<file path="src/rtl/q_pattern_detector_pkg.sv">
// Shared types and default constants for the q-stream blocks.
// The default pattern constants are also used by the upstream stage's bench.
package q_stream_pkg;

  localparam int             DEF_PATTERN_W = 4;
  localparam logic [3:0]     DEF_PATTERN   = 4'b1011;
  localparam int             DEF_CNT_W     = 8;

  // FILL: window still collecting fresh samples; ARMED: every sample can hit.
  typedef enum logic {
    FILL  = 1'b0,
    ARMED = 1'b1
  } q_state_e;

endpackage

</file>
<file path="src/rtl/sat_counter.sv">
// Saturating up-counter with a sticky saturation flag.
// The flag rises in the same cycle the count reaches all-ones and holds until rst or clr.
module sat_counter #(
  parameter int CNT_W = 8
) (
  input  logic             clk,
  input  logic             rst,
  input  logic             clr,
  input  logic             inc,
  output logic [CNT_W-1:0] cnt,
  output logic             sat
);

  logic [CNT_W-1:0] cnt_d, cnt_q;
  logic             sat_d, sat_q;

  // Next count: clear wins, otherwise increment unless already all-ones.
  always_comb begin
    cnt_d = cnt_q;
    sat_d = sat_q;
    if (clr) begin
      cnt_d = '0;
      sat_d = 1'b0;
    end else begin
      if (inc && !(&cnt_q)) begin
        cnt_d = cnt_q + 1'b1;
      end
      sat_d = sat_q | (&cnt_d);
    end
  end

  // Count and flag registers.
  always_ff @(posedge clk) begin
    if (rst) begin
      cnt_q <= '0;
      sat_q <= 1'b0;
    end else begin
      cnt_q <= cnt_d;
      sat_q <= sat_d;
    end
  end

  assign cnt = cnt_q;
  assign sat = sat_q;

endmodule

</file>
<file path="src/rtl/q_pattern_detector.sv">
// Serial pattern detector for the registered q bit stream.
// Shifts enabled samples into a window, pulses match one cycle after a sample
// completes PATTERN, and keeps a saturating hit count.
// Handshake: there is no back-pressure; a sample is taken on every clock edge
// where en=1 and clear=0, and match is a registered one-cycle strobe.
module q_pattern_detector
  import q_stream_pkg::*;
#(
  parameter int                   PATTERN_W = DEF_PATTERN_W,
  parameter logic [PATTERN_W-1:0] PATTERN   = PATTERN_W'(DEF_PATTERN),
  parameter int                   CNT_W     = DEF_CNT_W,
  parameter bit                   OVERLAP   = 1'b1
) (
  input  logic                 clk,
  input  logic                 rst,
  input  logic                 en,
  input  logic                 q_in,
  input  logic                 clear,
  output logic                 match,
  output logic [CNT_W-1:0]     match_cnt,
  output logic                 cnt_sat,
  output logic [PATTERN_W-1:0] hist,
  output logic                 armed
);

  localparam int                FILL_W    = $clog2(PATTERN_W + 1);
  localparam logic [FILL_W-1:0] FILL_FULL = FILL_W'(PATTERN_W);
  localparam logic [FILL_W-1:0] FILL_LAST = FILL_W'(PATTERN_W - 1);

  logic [PATTERN_W-1:0] hist_d, hist_q;
  logic [FILL_W-1:0]    fill_d, fill_q;
  q_state_e             state_d, state_q;
  logic                 match_d, match_q;
  logic [PATTERN_W-1:0] cand;
  logic                 hit;

  // Window update, fill tracking and FILL/ARMED transitions.
  always_comb begin
    cand    = {hist_q[PATTERN_W-2:0], q_in};
    hit     = en && !clear && (cand == PATTERN) &&
              ((state_q == ARMED) || (fill_q == FILL_LAST));
    hist_d  = hist_q;
    fill_d  = fill_q;
    state_d = state_q;
    match_d = hit;
    if (clear) begin
      hist_d  = '0;
      fill_d  = '0;
      state_d = FILL;
    end else if (en) begin
      hist_d = cand;
      if (hit && !OVERLAP) begin
        // Non-overlapping: the hit consumes the window, refill from scratch.
        fill_d  = '0;
        state_d = FILL;
      end else begin
        if (fill_q != FILL_FULL) begin
          fill_d = fill_q + 1'b1;
        end
        if (fill_q >= FILL_LAST) begin
          state_d = ARMED;
        end
      end
    end
  end

  // Detector state registers; rst overrides everything.
  always_ff @(posedge clk) begin
    if (rst) begin
      hist_q  <= '0;
      fill_q  <= '0;
      state_q <= FILL;
      match_q <= 1'b0;
    end else begin
      hist_q  <= hist_d;
      fill_q  <= fill_d;
      state_q <= state_d;
      match_q <= match_d;
    end
  end

  sat_counter #(
    .CNT_W (CNT_W)
  ) u_hit_cnt (
    .clk (clk),
    .rst (rst),
    .clr (clear),
    .inc (hit),
    .cnt (match_cnt),
    .sat (cnt_sat)
  );

  assign match = match_q;
  assign hist  = hist_q;
  assign armed = (state_q == ARMED);

endmodule

</file>
<file path="config.mk">
export PLATFORM = sky130hd
export DESIGN_NAME = q_pattern_detector
export DESIGN_NICKNAME = d
export VERILOG_FILES = /design/src/rtl/q_pattern_detector_pkg.sv /design/src/rtl/sat_counter.sv /design/src/rtl/q_pattern_detector.sv
export SDC_FILE = /design/constraint.sdc
export NUM_CORES = 1
export LEC_CHECK = 0
export BUFFER_PORTS_ARGS = -buffer_cell sky130_fd_sc_hd__buf_2
export CORE_MARGIN = 5
export CORE_UTILIZATION = 40
export DETAILED_ROUTE_END_ITERATION = 8
export GPL_TIMING_DRIVEN = 0
export HOLD_SLACK_MARGIN = 0.05
export PLACE_DENSITY = 0.6
export SLEW_MARGIN = 20
export SYNTH_ARGS = -nofsm -noshare
export SYNTH_HDL_FRONTEND = slang
export SYNTH_SLANG_ARGS = --single-unit
</file>
<file path="constraint.sdc">
create_clock -name clk -period 2.1 [get_ports clk]
set_input_delay 0.42 -clock clk [delete_from_list [all_inputs] [get_ports clk]]
set_output_delay 0.42 -clock clk [all_outputs]
set_load 0.05 [all_outputs]
</file>
==> results.md <==
* Status: completed
* Total gr overflow at 0
* Min Tclk post-route at 1.92 ns
* Die Area at around 0.0033 mm^2
* Row count at 17
* F_max at approximately 520 MHz
* P_int at 0.460 mW
* Fillers at 226
* Commonest non-fill, non-tap cell in the layout: buf_2
* Final #Nets at 130
* Initial antenna violation count at 0
* Primary FF master, synth: dfxtp_1
* Combinational fraction of design power at about 5%
* #FFs+latches synth at 18
* Area Growth Syn to Fin at 18.2%
* DRC viols at 0
* Root buffer cell: clkbuf_4
* Final Cycle Share at 91.6%
* Chip width at 57.1 um
* First-pass GRT wire length at 3.22 mm
* Worst slew margin relative to its limit at approximately three quarters
* # IOs at 20
* CTS Buf Count at 3
* Maxcap violations at 0
* Final setup TNS at 0 ns
* Fraction of registers with async set or reset after synthesis at 0%
* Cell variety after synth at 30
* 1st-iter DRT viols at 3
* Vias per Instance at 5.12
* H-tree Lvls at 1
* Slew Viols, Final at 0
* Final ANT Viol Nets at 0
* Worst hold path type: in2reg
* Worst skew pair latency at 0.29 ns
* DRT Wirelength at 1.77 mm
* Clock sinks at 18
* Core Util, Final at 48.3%
* Clock edge transition at the registers on the reported setup and hold paths at 0.10 ns
* Max VDD drop at between 0.0003 and 0.0004 V
* DP Wirelength at 1.36 mm
* Die height at roughly 57 um
* Total Power at 0.592 mW
* Sw Ratio at approximately 22%
* Starting Density at 40.8%
* Postcts setup bufs at 0
* Area occupied by multi-input gates at 489 um^2
* Clock power share at 36.7%
* Reg power frac at 58.4%
* Number of synthesized flops with an enable pin at 0
* Port-buffer cells at 18
* Startpoint class of the critical path: register
* Syn Area/Cell at 9.04 um^2
* FF+latch area at 360 um^2
* Number of global-route vias before repair at 720
* Mapped Nets at ~110
* Finished Layout Cells at between 100 and 150
* Core area at 0.00217 mm^2
* Worst Tran Pin Value at ~0.4 ns
* Psw at 0.132 mW
* Cell area after synthesis at 886 um^2
* Setup-failing EPs final at 0
* Synth top area share at between 40% and 50%
* GPL Wtd Cong at 0.737
* Final Hold Viols at 0
* Drt wl/cell at 12.0 um
* Crit Path Class: reg2reg
* Cts hold-fix bufs at 0
* Clock buffer depth at 2
* Placed insts at 144
* Yosys top cell by area: dfxtp_1
* Routed vias at 758
* Crit-path max FO at 10
* Critical Path Sink Type: register
* Pwr dens at 565 mW/mm^2
* TritonCTS clock tree: yes
* Largest net degree at the start of global routing at 11
* Unrepaired setup endpoints after global routing: no
* Pre-CTS setup slack at 0.151 ns
* Sequential area share after synthesis at 40.7%
* Synth area leaders: dfxtp_1 (41%), nor2_1 (7.2%), mux2i_1 (6.8%)
* Ratio of cells with drive above 1 in the final layout at between 20% and 30%
* Setup Skew at 0.00138 ns
* Post-cts resize count at 0
* Yosys warning total at 0
* CP required at 2.35 ns
* P_leak at between 0.3 and 0.4 nW
* Critical Path AT at 2.17 ns
* Most frequent cells in the layout: buf_2 (20), dfxtp_1 (18), nor2_1 (17), mux2i_1 (6)
* Antenna fix cells at 0
* Global router's overall resource usage at between 10 and 15%
* DRT Pass-1 Iters at 4
* PnR worst setup slack at between 0.15 and 0.2 ns
* Post-Synthesis Cells at 98
## path summary, 6_finish.rpt
path	end	slack [ns]	start	cells after the start
max	u_hit_cnt.sat	0.18	fill_q[0]	7
min	match	0.30	rst	2
max reg2reg	u_hit_cnt.sat	0.18	fill_q[0]	7
min reg2reg	u_hit_cnt.sat	0.48	u_hit_cnt.sat	1
## synth_stat cells, types with 2 or more instances
library cell   n
a2111oi_2      2
a211oi_1       3
a21oi_1        5
buf_2          2
clkbuf_1       2
dfxtp_1       18
ha_1           4
inv_1          5
mux2i_1        6
nand2_1        4
nand3_1        2
nand4b_1       2
nor2_1        17
nor3_1         4
o21ai_0        3
xnor2_1        5
## cells by family after synthesis
logic type | Yosys count | synth area share (%)
xor+xnor | 5 | 4.94
flops | 18 | 40.7
buf+inv | 9 | 4.10
fa+ha+maj | 4 | 5.65
simple gates | 38 | 22.3
mux | 6 | 6.78
compound gates | 18 | 15.5
## flip-flops by register name, summed over array words and instances (netlist names)
register       cells
u_hit_cnt.cnt      8
hist               4
fill_q             3
armed              1
match              1
u_hit_cnt.sat      1
## critical path: stages (launching register included)
cell       delay, ns
dfxtp_1         0.35
ha_1            0.21
ha_1            0.20
o2111ai_1       0.26
buf_2           0.29
nor3_1          0.09
a211oi_1        0.27
a32o_1          0.20
## metrics by stage
step / hold WS, ns / cell area [um^2]
after global placement: 0.450 / 1010
final: 0.300 / 1050
after CTS: 0.282 / 1050
after global routing: 0.294 / 1050
after floorplan: 0.476 / 886
after detailed placement: 0.456 / 1010
## routing by layer
metal | GRT usage, % | vias to the layer above | wire, um
met5 | 0 | - | 0
met4 | 5.96 | 0 | 31
met3 | 2.71 | 4 | 51
met2 | 19.1 | 10 | 805
met1 | 16.7 | 352 | 884
li1 | - | 392 | -
## power by group through the flow
stage	clock network [mW]	registers, mW	logic, mW
after global routing	0.236	0.346	0.0336
after global placement	0	0.353	0.0288
after detailed placement	0	0.353	0.0293
after CTS	0.227	0.345	0.0293
after floorplan	0	0.356	0.0176
final	0.217	0.345	0.0289
## final cells by class
type                            instances  share of cell area, %
Multi-Input combinational cell         71                   46.7
Sequential cell                        18                   34.4
Timing Repair Buffer                   18                   8.60
Clock buffer                            4                   3.46
Tap cell                               28                   3.35
Inverter                                5                   1.79
Buffer                                  4                   1.67
Note: power is estimated with default switching activity, not from simulation.
